[config.mk]
export PLATFORM = sky130hd
export DESIGN_NAME = fetch_stage
export DESIGN_NICKNAME = d
export VERILOG_FILES = /design/src/rtl/mips_fetch_pkg.sv /design/src/rtl/fetch_pc_mux.sv /design/src/rtl/fetch_stage.sv
export SDC_FILE = /design/constraint.sdc
export NUM_CORES = 1
export LEC_CHECK = 0
export ABC_AREA = 1
export CAP_MARGIN = 40
export CORE_ASPECT_RATIO = 1.4
export CORE_UTILIZATION = 38
export CTS_CLUSTER_DIAMETER = 30
export DETAILED_ROUTE_END_ITERATION = 6
export PLACE_DENSITY = 0.84
export REMOVE_ABC_BUFFERS = 1
export SYNTH_ARGS = -nofsm -noshare
export SYNTH_HDL_FRONTEND = slang
export SYNTH_SLANG_ARGS = --single-unit
[constraint.sdc]
create_clock -name clk -period 1.4 [get_ports clk]
set_input_delay 0.21 -clock clk [delete_from_list [all_inputs] [get_ports clk]]
set_output_delay 0.21 -clock clk [all_outputs]
set_load 0.02 [all_outputs]
[src/rtl/mips_fetch_pkg.sv]
// Shared constants, the redirect-select encoding and address helpers for the
// MIPS fetch stage.
package mips_fetch_pkg;

  localparam logic [31:0] RESET_PC_DEFAULT   = 32'h0000_0000;
  localparam int unsigned IMEM_WORDS_DEFAULT = 32'd8192;
  localparam logic [31:0] NOP_WORD           = 32'h0000_0000;

  // Source of the next PC; SEQ covers both PC+4 and the stalled hold.
  typedef enum logic [1:0] {
    SEQ    = 2'd0,
    BRANCH = 2'd1,
    JUMP   = 2'd2,
    JR     = 2'd3
  } redirect_sel_e;

  // True when a byte address does not sit on a word boundary.
  function automatic logic is_misaligned(input logic [31:0] addr);
    return (addr[1:0] != 2'b00);
  endfunction

  // Clear the byte-offset bits so fetch always starts on a word.
  function automatic logic [31:0] word_align(input logic [31:0] addr);
    return {addr[31:2], 2'b00};
  endfunction

endpackage

[src/rtl/fetch_pc_mux.sv]
// Combinational next-PC selection: prioritised redirect sources, stall hold,
// and sequential PC+4 with natural 32-bit wrap.
module fetch_pc_mux
  import mips_fetch_pkg::*;
(
  input  logic [31:0] pc,
  input  logic        stall,
  input  logic        branch_valid,
  input  logic [31:0] branch_target,
  input  logic        jump_valid,
  input  logic [25:0] jump_index,
  input  logic [3:0]  id_pc_hi,
  input  logic        jr_valid,
  input  logic [31:0] jr_target,
  output logic [31:0] next_pc,
  output logic [31:0] pc_plus4,
  output logic        redirect,
  output logic        misaligned
);

  redirect_sel_e sel_s;
  logic [31:0]   target_s;

  assign pc_plus4 = pc + 32'd4;

  // Priority-encode the redirect source: branch, then jump, then jr.
  always_comb begin
    sel_s = SEQ;
    if (branch_valid) begin
      sel_s = BRANCH;
    end else if (jump_valid) begin
      sel_s = JUMP;
    end else if (jr_valid) begin
      sel_s = JR;
    end else begin
      sel_s = SEQ;
    end
  end

  // Form the raw target and pick the next PC; a redirect beats a stall.
  always_comb begin
    target_s = 32'h0000_0000;
    next_pc  = pc;
    case (sel_s)
      BRANCH:  target_s = branch_target;
      JUMP:    target_s = {id_pc_hi, jump_index, 2'b00};
      JR:      target_s = jr_target;
      default: target_s = 32'h0000_0000;
    endcase
    if (sel_s != SEQ) begin
      next_pc = word_align(target_s);
    end else if (stall) begin
      next_pc = pc;
    end else begin
      next_pc = pc_plus4;
    end
  end

  assign redirect   = (sel_s != SEQ);
  assign misaligned = redirect && is_misaligned(target_s);

endmodule

[src/rtl/fetch_stage.sv]
// MIPS instruction-fetch stage: PC register, IF/ID pipeline register and a
// one-cycle address-error pulse for misaligned redirects and fetches beyond
// the end of instruction memory.
module fetch_stage
  import mips_fetch_pkg::*;
#(
  parameter logic [31:0] RESET_PC   = RESET_PC_DEFAULT,
  parameter int unsigned IMEM_WORDS = IMEM_WORDS_DEFAULT
) (
  input  logic        clk,
  input  logic        rst_n,
  input  logic        stall,
  input  logic        flush,
  input  logic        branch_valid,
  input  logic [31:0] branch_target,
  input  logic        jump_valid,
  input  logic [25:0] jump_index,
  input  logic        jr_valid,
  input  logic [31:0] jr_target,
  output logic [31:0] pc_address,
  input  logic [31:0] ir,
  output logic [31:0] id_instr,
  output logic [31:0] id_pc_plus4,
  output logic        id_valid,
  output logic        addr_err
);

  // One bit wider than the PC so a memory that spans the full space still compares correctly.
  localparam logic [32:0] IMEM_LIMIT = 33'(IMEM_WORDS) * 33'd4;

  logic [31:0] pc_q, pc_d;
  logic [31:0] id_instr_q, id_instr_d;
  logic [31:0] id_pc_plus4_q, id_pc_plus4_d;
  logic        id_valid_q, id_valid_d;
  logic        addr_err_q, addr_err_d;

  logic [31:0] pc_plus4_s;
  logic        redirect_s;
  logic        misaligned_s;
  logic        out_of_range_s;
  logic        oor_fetch_s;

  fetch_pc_mux u_pc_mux (
    .pc            (pc_q),
    .stall         (stall),
    .branch_valid  (branch_valid),
    .branch_target (branch_target),
    .jump_valid    (jump_valid),
    .jump_index    (jump_index),
    .id_pc_hi      (id_pc_plus4_q[31:28]),
    .jr_valid      (jr_valid),
    .jr_target     (jr_target),
    .next_pc       (pc_d),
    .pc_plus4      (pc_plus4_s),
    .redirect      (redirect_s),
    .misaligned    (misaligned_s)
  );

  assign out_of_range_s = ({1'b0, pc_q} >= IMEM_LIMIT);

  // IF/ID update: squash on flush/redirect, hold on stall, else capture the fetch.
  always_comb begin
    id_instr_d    = id_instr_q;
    id_pc_plus4_d = id_pc_plus4_q;
    id_valid_d    = id_valid_q;
    oor_fetch_s   = 1'b0;
    if (flush || redirect_s) begin
      id_instr_d    = NOP_WORD;
      id_pc_plus4_d = 32'h0000_0000;
      id_valid_d    = 1'b0;
    end else if (stall) begin
      id_instr_d    = id_instr_q;
      id_pc_plus4_d = id_pc_plus4_q;
      id_valid_d    = id_valid_q;
    end else if (out_of_range_s) begin
      // Whatever memory returns past its end is not a real instruction.
      id_instr_d    = NOP_WORD;
      id_pc_plus4_d = 32'h0000_0000;
      id_valid_d    = 1'b0;
      oor_fetch_s   = 1'b1;
    end else begin
      id_instr_d    = ir;
      id_pc_plus4_d = pc_plus4_s;
      id_valid_d    = 1'b1;
    end
    addr_err_d = oor_fetch_s || misaligned_s;
  end

  // PC, IF/ID and error flops with asynchronous reset.
  always_ff @(posedge clk or negedge rst_n) begin
    if (!rst_n) begin
      pc_q          <= RESET_PC;
      id_instr_q    <= NOP_WORD;
      id_pc_plus4_q <= 32'h0000_0000;
      id_valid_q    <= 1'b0;
      addr_err_q    <= 1'b0;
    end else begin
      pc_q          <= pc_d;
      id_instr_q    <= id_instr_d;
      id_pc_plus4_q <= id_pc_plus4_d;
      id_valid_q    <= id_valid_d;
      addr_err_q    <= addr_err_d;
    end
  end

  assign pc_address  = pc_q;
  assign id_instr    = id_instr_q;
  assign id_pc_plus4 = id_pc_plus4_q;
  assign id_valid    = id_valid_q;
  assign addr_err    = addr_err_q;

endmodule
==> results of run 1 <==
==> worst reg2reg max path: stages, from the launching register on <==
cell	delay (ns)
dfrtp_2	0.45
inv_1	0.10
nand4_1	0.12
nor2_1	0.23
nand3_2	0.16
inv_4	0.11
buf_6	0.12
buf_12	0.13
nand2_2	0.07
nand2_2	0.07
==> sequential cells by signal (all words and copies together) (netlist names) <==
name	cells
pc_address	30
id_pc_plus4	31
id_instr	32
id_valid	1
addr_err	1
==> worst paths after layout <==
path,to,cells after the start,from
worst max-delay path,id_instr[28]$_DFFE_PN0P_,9,pc_address[18]$_DFFE_PN0N_
worst min-delay path,id_instr[13]$_DFFE_PN0P_,2,rst_n
worst max register to register,id_instr[28]$_DFFE_PN0P_,9,pc_address[18]$_DFFE_PN0N_
worst min register to register,id_pc_plus4[9]$_DFFE_PN0P_,2,id_pc_plus4[9]$_DFFE_PN0P_
max in group asynchronous,id_pc_plus4[21]$_DFFE_PN0P_,3,rst_n
min in group clk,id_instr[9]$_DFFE_PN0P_,3,ir[9]
==> cell families after synthesis <==
| logic type | count (synthesis) | synth area share |
|---|---|---|
| XOR/XNOR | 8 | 0.0138 |
| AND/OR/NAND/NOR | 485 | 0.384 |
| AO/OA/AOI/OAI | 53 | 0.0547 |
| adder cells (fa/ha/maj) | 2 | 0.00493 |
| flip-flops | 95 | 0.468 |
| other | 1 | 0.000739 |
| buffers and inverters | 83 | 0.0732 |
==> power breakdown <==
group / total [mW] / switching [mW] / internal (mW)
registers: 2.96 / 0.120 / 2.84
clock network: 2.37 / 1.11 / 1.26
logic: 1.87 / 0.982 / 0.891
total: 7.21 / 2.21 / 4.99
==> metrics by stage <==
step | util | cells
2_1_floorplan | - | 699
3_3_place_gp | 0.625 | 1181
3_5_place_dp | 0.625 | 1181
4_1_cts | 0.671 | 1210
5_1_grt | 0.699 | 1216
6_report | 0.699 | 1216
==> repair_timing <==
item,4_1_cts,5_1_grt
gates cloned,3,0
buffers inserted,11,7
pin swaps,28,47
endpoints found under the setup margin,182,95
hold endpoints to repair,31,0
hold buffers,1,0
resized for setup,220,156
==> cell type report <==
class | count | share of cell area
timing repair buffer | 324 | 0.334
sequential | 95 | 0.264
clock buffer | 10 | 0.0264
tap | 178 | 0.0246
clock inverter | 5 | 0.00456
inverter | 54 | 0.0227
multi-input combinational | 550 | 0.324
==> cells in the final DEF, fill, tap and decap left out, types with 9 or more instances in the layout <==
cell type,netlist,routed
clkbuf_16,0,9
dfrtp_1,95,88
buf_6,4,19
buf_12,0,9
nor2_1,72,35
nand2_4,0,15
inv_1,51,46
a21oi_1,30,30
clkbuf_2,0,13
nand2_2,2,53
dlygate4sd2_1,0,71
nand3_1,64,54
nand2_1,335,269
clkdlybuf4s50_1,0,124
o21ai_0,18,11
buf_4,6,71
buf_2,6,10
nor2_4,1,24
nor2_2,1,15
==> per-layer routing <==
metal  GRT usage  vias up  part of all wire
met2       0.494      317              0.53
met4       0.128        0             0.041
li1            -     2870                 -
met1       0.309     2890              0.36
met5           0        -                 0
met3      0.0469       64             0.065
==> summary.md, run 1 <==
| Metric | Value |
|---|---|
| Final WS setup | `-0.216 ns` |
| Largest net degree at the start of global routing | `36` |
| Port-buffer cells | `224` |
| Placer Congestion | `0.935` |
| Largest area contributor in the netlist | `dfrtp_1` |
| CTS Buf Count | `9` |
| Setup Skew | `0.00931 ns` |
| Worst min path class | `in -> async` |
| ANT cells | `0` |
| Tcrit/Tclk final | `1.15` |
| Sequential cell area | `2390 um2` |
| Sequential element share of the synthesized area | `0.468` |
| Crit path top cell by count | `nand2_2` |
| Max H-tree Level | `3` |
| Status | `finished, violations left` |
| Static Leak | `4.57 nW` |
| Die extent in y | `139 um` |
| Fraction of layout cells with a size suffix above 1 | `0.275` |
| Synthesized area per cell | `6.98 um2` |
| Top area cells in the synthesized netlist | `dfrtp_1 (47%), nand2_1 (25%), nand3_1 (6.3%)` |
| First-pass GRT wire length | `29,300 um` |
| Post-route ant nets | `0` |
| Buf+Inv Stages, Crit Path | `4` |
| Post-synth EDFFs | `0` |
| Vias per cell | `5.05` |
| GRT Residual Overflow | `0` |
| Reg-to-reg slack, setup | `-0.22 ns` |
| Peak supply drop | `0.547 mV` |
| Failing checks | `negative setup slack` |
| Most frequent cells after synthesis | `nand2_1 (335), dfrtp_1 (95), nor2_1 (72)` |
| Netlist cell types | `25` |
| Yosys warnings | `0` |
| Maximum capacitance violations | `0` |
| CTS root buf | `clkbuf_16` |
| Overall global routing resource usage | `0.274` |
| Width of the chip | `99.7 um` |
| Final net count | `1,165` |
| Most instantiated library cell after synthesis | `nand2_1` |
| Required @ worst endpoint | `1.69 ns` |
| Layout fillers | `987` |
| Power Dens Cells | `796 nW/um2` |
| Drt total wl | `20,200 um` |
| Mapped Area | `5070 um2` |
| Via count | `6,141` |
| Drt pass-1 iters | `5` |
| Crit-path slowest cell | `dfrtp_2` |
| Worst-Margin Slew | `0.513 ns` |
| Drt wl/cell | `16.6 um` |
| Worst slew margin | `0.658` |
| Crit path kind | `reg -> reg` |
| Setup WS pre-CTS | `-0.505 ns` |
| Fin crit period | `1.62 ns` |
| Final setup viols | `64` |
| Std-Cell Rows | `49` |
| Clock Pin Slew Worst Setup and Hold Paths | `0.07 ns` |
| CTS Buffer Depth | `2` |
| Multi-input gate area | `2930 um2` |
| DRC Markers | `0` |
| Critical-path cell list | `inv_1 > nand4_1 > nor2_1 > nand3_2 > inv_4 > buf_6 > buf_12 > nand2_2 > nand2_2` |
| Power after layout | `7.21 mW` |
| Clock sinks | `95` |
| Fin area | `9050 um2` |
| Initial Util | `0.392` |
| Final Slew Violations | `0` |
| Final HPWL DP | `13,800 um` |
| IO Count | `227` |
| CORE AREA | `12,900 um2` |
| Async SR Flop Fraction | `1.00` |
| Sum Neg Setup Slack | `-7.71 ns` |
| CP Max Fanout | `8` |
| Delay-heaviest family, CP | `simple AND/OR/NAND/NOR gates` |
| RSZ-0062 raised after global routing | `true` |
| Initial DRC Count | `422` |
| Critical Path Start Type | `flip-flop` |
| Hold WS | `0.379 ns` |
| Area after DPL | `8080 um2` |
| Slowest stage delay, CP | `0.45 ns` |
| Flops & latches, synth | `95` |
| Clk Latency, worst-skew pair | `0.35 ns` |
| CTS tree | `built` |
| Worst setup EP type | `flip-flop` |
| Initial antenna violation count | `0` |
| Arrival time worst endpoint | `1.91 ns` |
| Vias in the first global route | `5,864` |
| Final Hold Viols | `0` |
| F_max | `619 MHz` |
| Mapped Cells | `727` |
| Area delta synth->final | `78.3%` |
| Synth Flop Type | `dfrtp_1` |
| Die footprint | `13,800 um2` |
| Top-area cell type share of the netlist area | `0.468` |
(Power assumes the default switching activity.)
==> inputs of run 2 (changes only) <==
Settings changed: CAP_MARGIN 40 to 20, GPL_TIMING_DRIVEN set to 0.
==> run 2 against run 1 <==
  * The run still ends with negative setup slack left
  * Sequential share of layout area shrank 0.52 points
  * Die area did not move
  * Non-clock buffer count decreased by 23
  * Sequential power increased by 2%
  * Cell count down 0.99%
  * Design area up 2.8%
  * Total power grew 2.3%
  * Clock power rose by 5%
  * Count of clock-buffer cells in the layout increased by 1
  * Utilization rose by 2.0 points
  * Largest cell class is now multi-input combinational cells
==> summary.md, run 2 (synthesized netlist as in run 1, its figures left out) <==
| Metric | Value |
|---|---|
| Vias per cell | `5.28 (+4.6%)` |
| Reg-to-reg critical path endpoint | `id_pc_plus4[5]$_DFFE_PN0P_` |
| Worst r2r src | `pc_address[16]$_DFFE_PN0N_` |
| Reg-to-reg slack, setup | `-0.24 ns (-0.02 ns)` |
| Worst min path class | `in -> reg` |
| Power after layout | `7.37 mW (+2.3%)` |
| Width of the chip | `99.7 um (unchanged)` |
| Most frequent cells in the layout | `nand2_1 (255), clkdlybuf4s50_1 (124), dlygate4sd2_1 (84)` |
| DRC Markers | `0 (unchanged)` |
| Fraction of layout cells with a size suffix above 1 | `0.295 (+0.0208)` |
| First-pass GRT wire length | `29,600 um (+0.87%)` |
| Clock sinks | `95 (unchanged)` |
| Vias in the first global route | `5,879 (+0.26%)` |
| Die footprint | `13,800 um2 (unchanged)` |
| Tcrit/Tclk final | `1.17 (+0.0156)` |
| Final Slew Violations | `0 (unchanged)` |
| Required @ worst endpoint | `1.67 ns (-0.02 ns)` |
| Placed insts | `1,105 (-6.4%)` |
| Setup Skew | `0.00706 ns (-0.00225 ns)` |
| Final Hold Viols | `0 (unchanged)` |
| Layout fillers | `936 (-5.2%)` |
| Final setup viols | `72 (+13%)` |
| Met2 Routed Length | `11,500 um (+7.6%)` |
| Final HPWL DP | `12,000 um (-13%)` |
| Die extent in y | `139 um (unchanged)` |
| Status | `finished, violations left` |
| Placer Congestion | `0.938 (+0.32%)` |
| CTS Buf Count | `9 (unchanged)` |
| GRT Residual Overflow | `0 (unchanged)` |
| Top Layer Used | `met4` |
| Initial Util | `0.392 (unchanged)` |
| Initial antenna violation count | `0 (unchanged)` |
| CTS root buf | `clkbuf_16` |
| Worst setup EP type | `flip-flop` |
| Area delta synth->final | `83.3%` |
| Arrival time worst endpoint | `1.91 ns (about the same)` |
| Most common cell after layout, fill and taps aside | `nand2_1` |
| Fin crit period | `1.64 ns (+0.0219 ns)` |
| IO Count | `227 (unchanged)` |
| CTS tree | `built` |
| Static Leak | `4.66 nW (+1.9%)` |
| Layout Utilization | `0.719 (+0.0199)` |
| Overall global routing resource usage | `0.277 (+0.00355)` |
| Hold EP | `pc_address[2]$_DFFE_PN0N_` |
| CP Max Fanout | `5 (-3)` |
| Post-route ant nets | `0 (unchanged)` |
| Max H-tree Level | `3 (unchanged)` |
| Start point of the critical path | `pc_address[16]$_DFFE_PN0N_` |
| Clock Pin Slew Worst Setup and Hold Paths | `0.07 ns (about the same)` |
| ANT cells | `0 (unchanged)` |
| CTS Buffer Depth | `2 (unchanged)` |
| CORE AREA | `12,900 um2 (unchanged)` |
| RSZ-0062 raised after global routing | `true` |
| F_max | `610 MHz (-1.3%)` |
| Critical Path Start Type | `flip-flop` |
| Multi-input gate area | `3150 um2 (+7.3%)` |
| Reg2Reg Depth | `7 (-2)` |
| Crit path kind | `reg -> reg` |
| M1 wire length | `7690 um (+5.4%)` |
| Post-Layout Cell Count | `1,204 (-0.99%)` |
| Final WS setup | `-0.238 ns (-0.0219 ns)` |
| Failing checks | `negative setup slack` |
| Power Dens Cells | `792 nW/um2 (-0.54%)` |
| Sequential cell area | `2410 um2 (+0.84%)` |
| Clk Latency, worst-skew pair | `0.35 ns (about the same)` |
| Peak supply drop | `0.576 mV (+5.3%)` |
| Drt wl/cell | `18.5 um (+11%)` |
| Max reg flops | `32 (unchanged)` |
| Std-Cell Rows | `49 (unchanged)` |
| Final net count | `1,152 (-1.1%)` |
| DR WL met3 | `1630 um (+23%)` |
| Hold-critical path depth | `3` |
| Drt total wl | `22,200 um (+10%)` |
| Port-buffer cells | `224 (unchanged)` |
| Hold WS | `0.264 ns (-0.115 ns)` |
| Via count | `6,361 (+3.6%)` |
| Area after DPL | `7440 um2 (-7.9%)` |
| Maximum capacitance violations | `0 (unchanged)` |
| Drt pass-1 iters | `5 (unchanged)` |
| Largest net degree at the start of global routing | `62 (+72%)` |
| Min-delay src | `branch_valid` |
| Initial DRC Count | `498 (+18%)` |
| Fin area | `9300 um2 (+2.8%)` |
## run 2: timing repair
item / 4_1_cts / 5_1_grt
endpoints found under the hold margin: 34 / 0
endpoints found under the setup margin: 191 / 103
hold buffers: 1 / 0
setup buffers: 31 / 42
gates resized for setup: 265 / 166
cloned: 13 / 0
pin swaps: 29 / 70
## run 2: how the worst max path moves through the flow
stage | cells past startpoint | slack [ns] | end
floorplan | 3 | -0.85 | addr_err$_DFF_PN0_
global placement | 4 | -4.17 | addr_err$_DFF_PN0_
detailed placement | 8 | -1.86 | id_pc_plus4[3]$_DFFE_PN0P_
CTS | 8 | -0.20 | id_instr[11]$_DFFE_PN0P_
global route | 9 | -0.28 | pc_address[16]$_DFFE_PN0N_
finish | 7 | -0.24 | id_pc_plus4[5]$_DFFE_PN0P_
## run 2: where the power goes
group          switching (mW)  total [mW]  internal, mW
clock network            1.16        2.48          1.32
registers               0.177        3.03          2.85
logic                   0.984        1.86         0.879
total                    2.32        7.37          5.05
## run 2: stage by stage
stage / setup TNS [ns] / worst slack, ns
6_report: -11.17 / -0.238
5_1_grt: -13.14 / -0.282
4_1_cts: -6.21 / -0.195
3_5_place_dp: -126.81 / -1.86
3_3_place_gp: -620.56 / -4.17
2_1_floorplan: -46.57 / -0.854
## run 2: per-layer routing
layer / global-route usage / vias up
li1: - / 2863
met1: 0.297 / 2985
met2: 0.510 / 406
met3: 0.0428 / 107
met4: 0.152 / 0
met5: 0 / -
## run 2: area by class of cell
type,instances,share of cell area
multi-input combinational,551,0.338
timing repair buffer,301,0.305
sequential,95,0.259
clock buffer,11,0.0272
inverter,54,0.0272
tap,178,0.0239
timing repair inverter,9,0.0152
clock inverter,5,0.00417
## run 2: critical path, stage by stage, from the launching register on
cell,delay (ns)
dfrtp_1,0.44
inv_1,0.13
nand4_1,0.19
nor2_4,0.20
nand3_4,0.16
buf_4,0.18
buf_6,0.12
o21ai_1,0.14
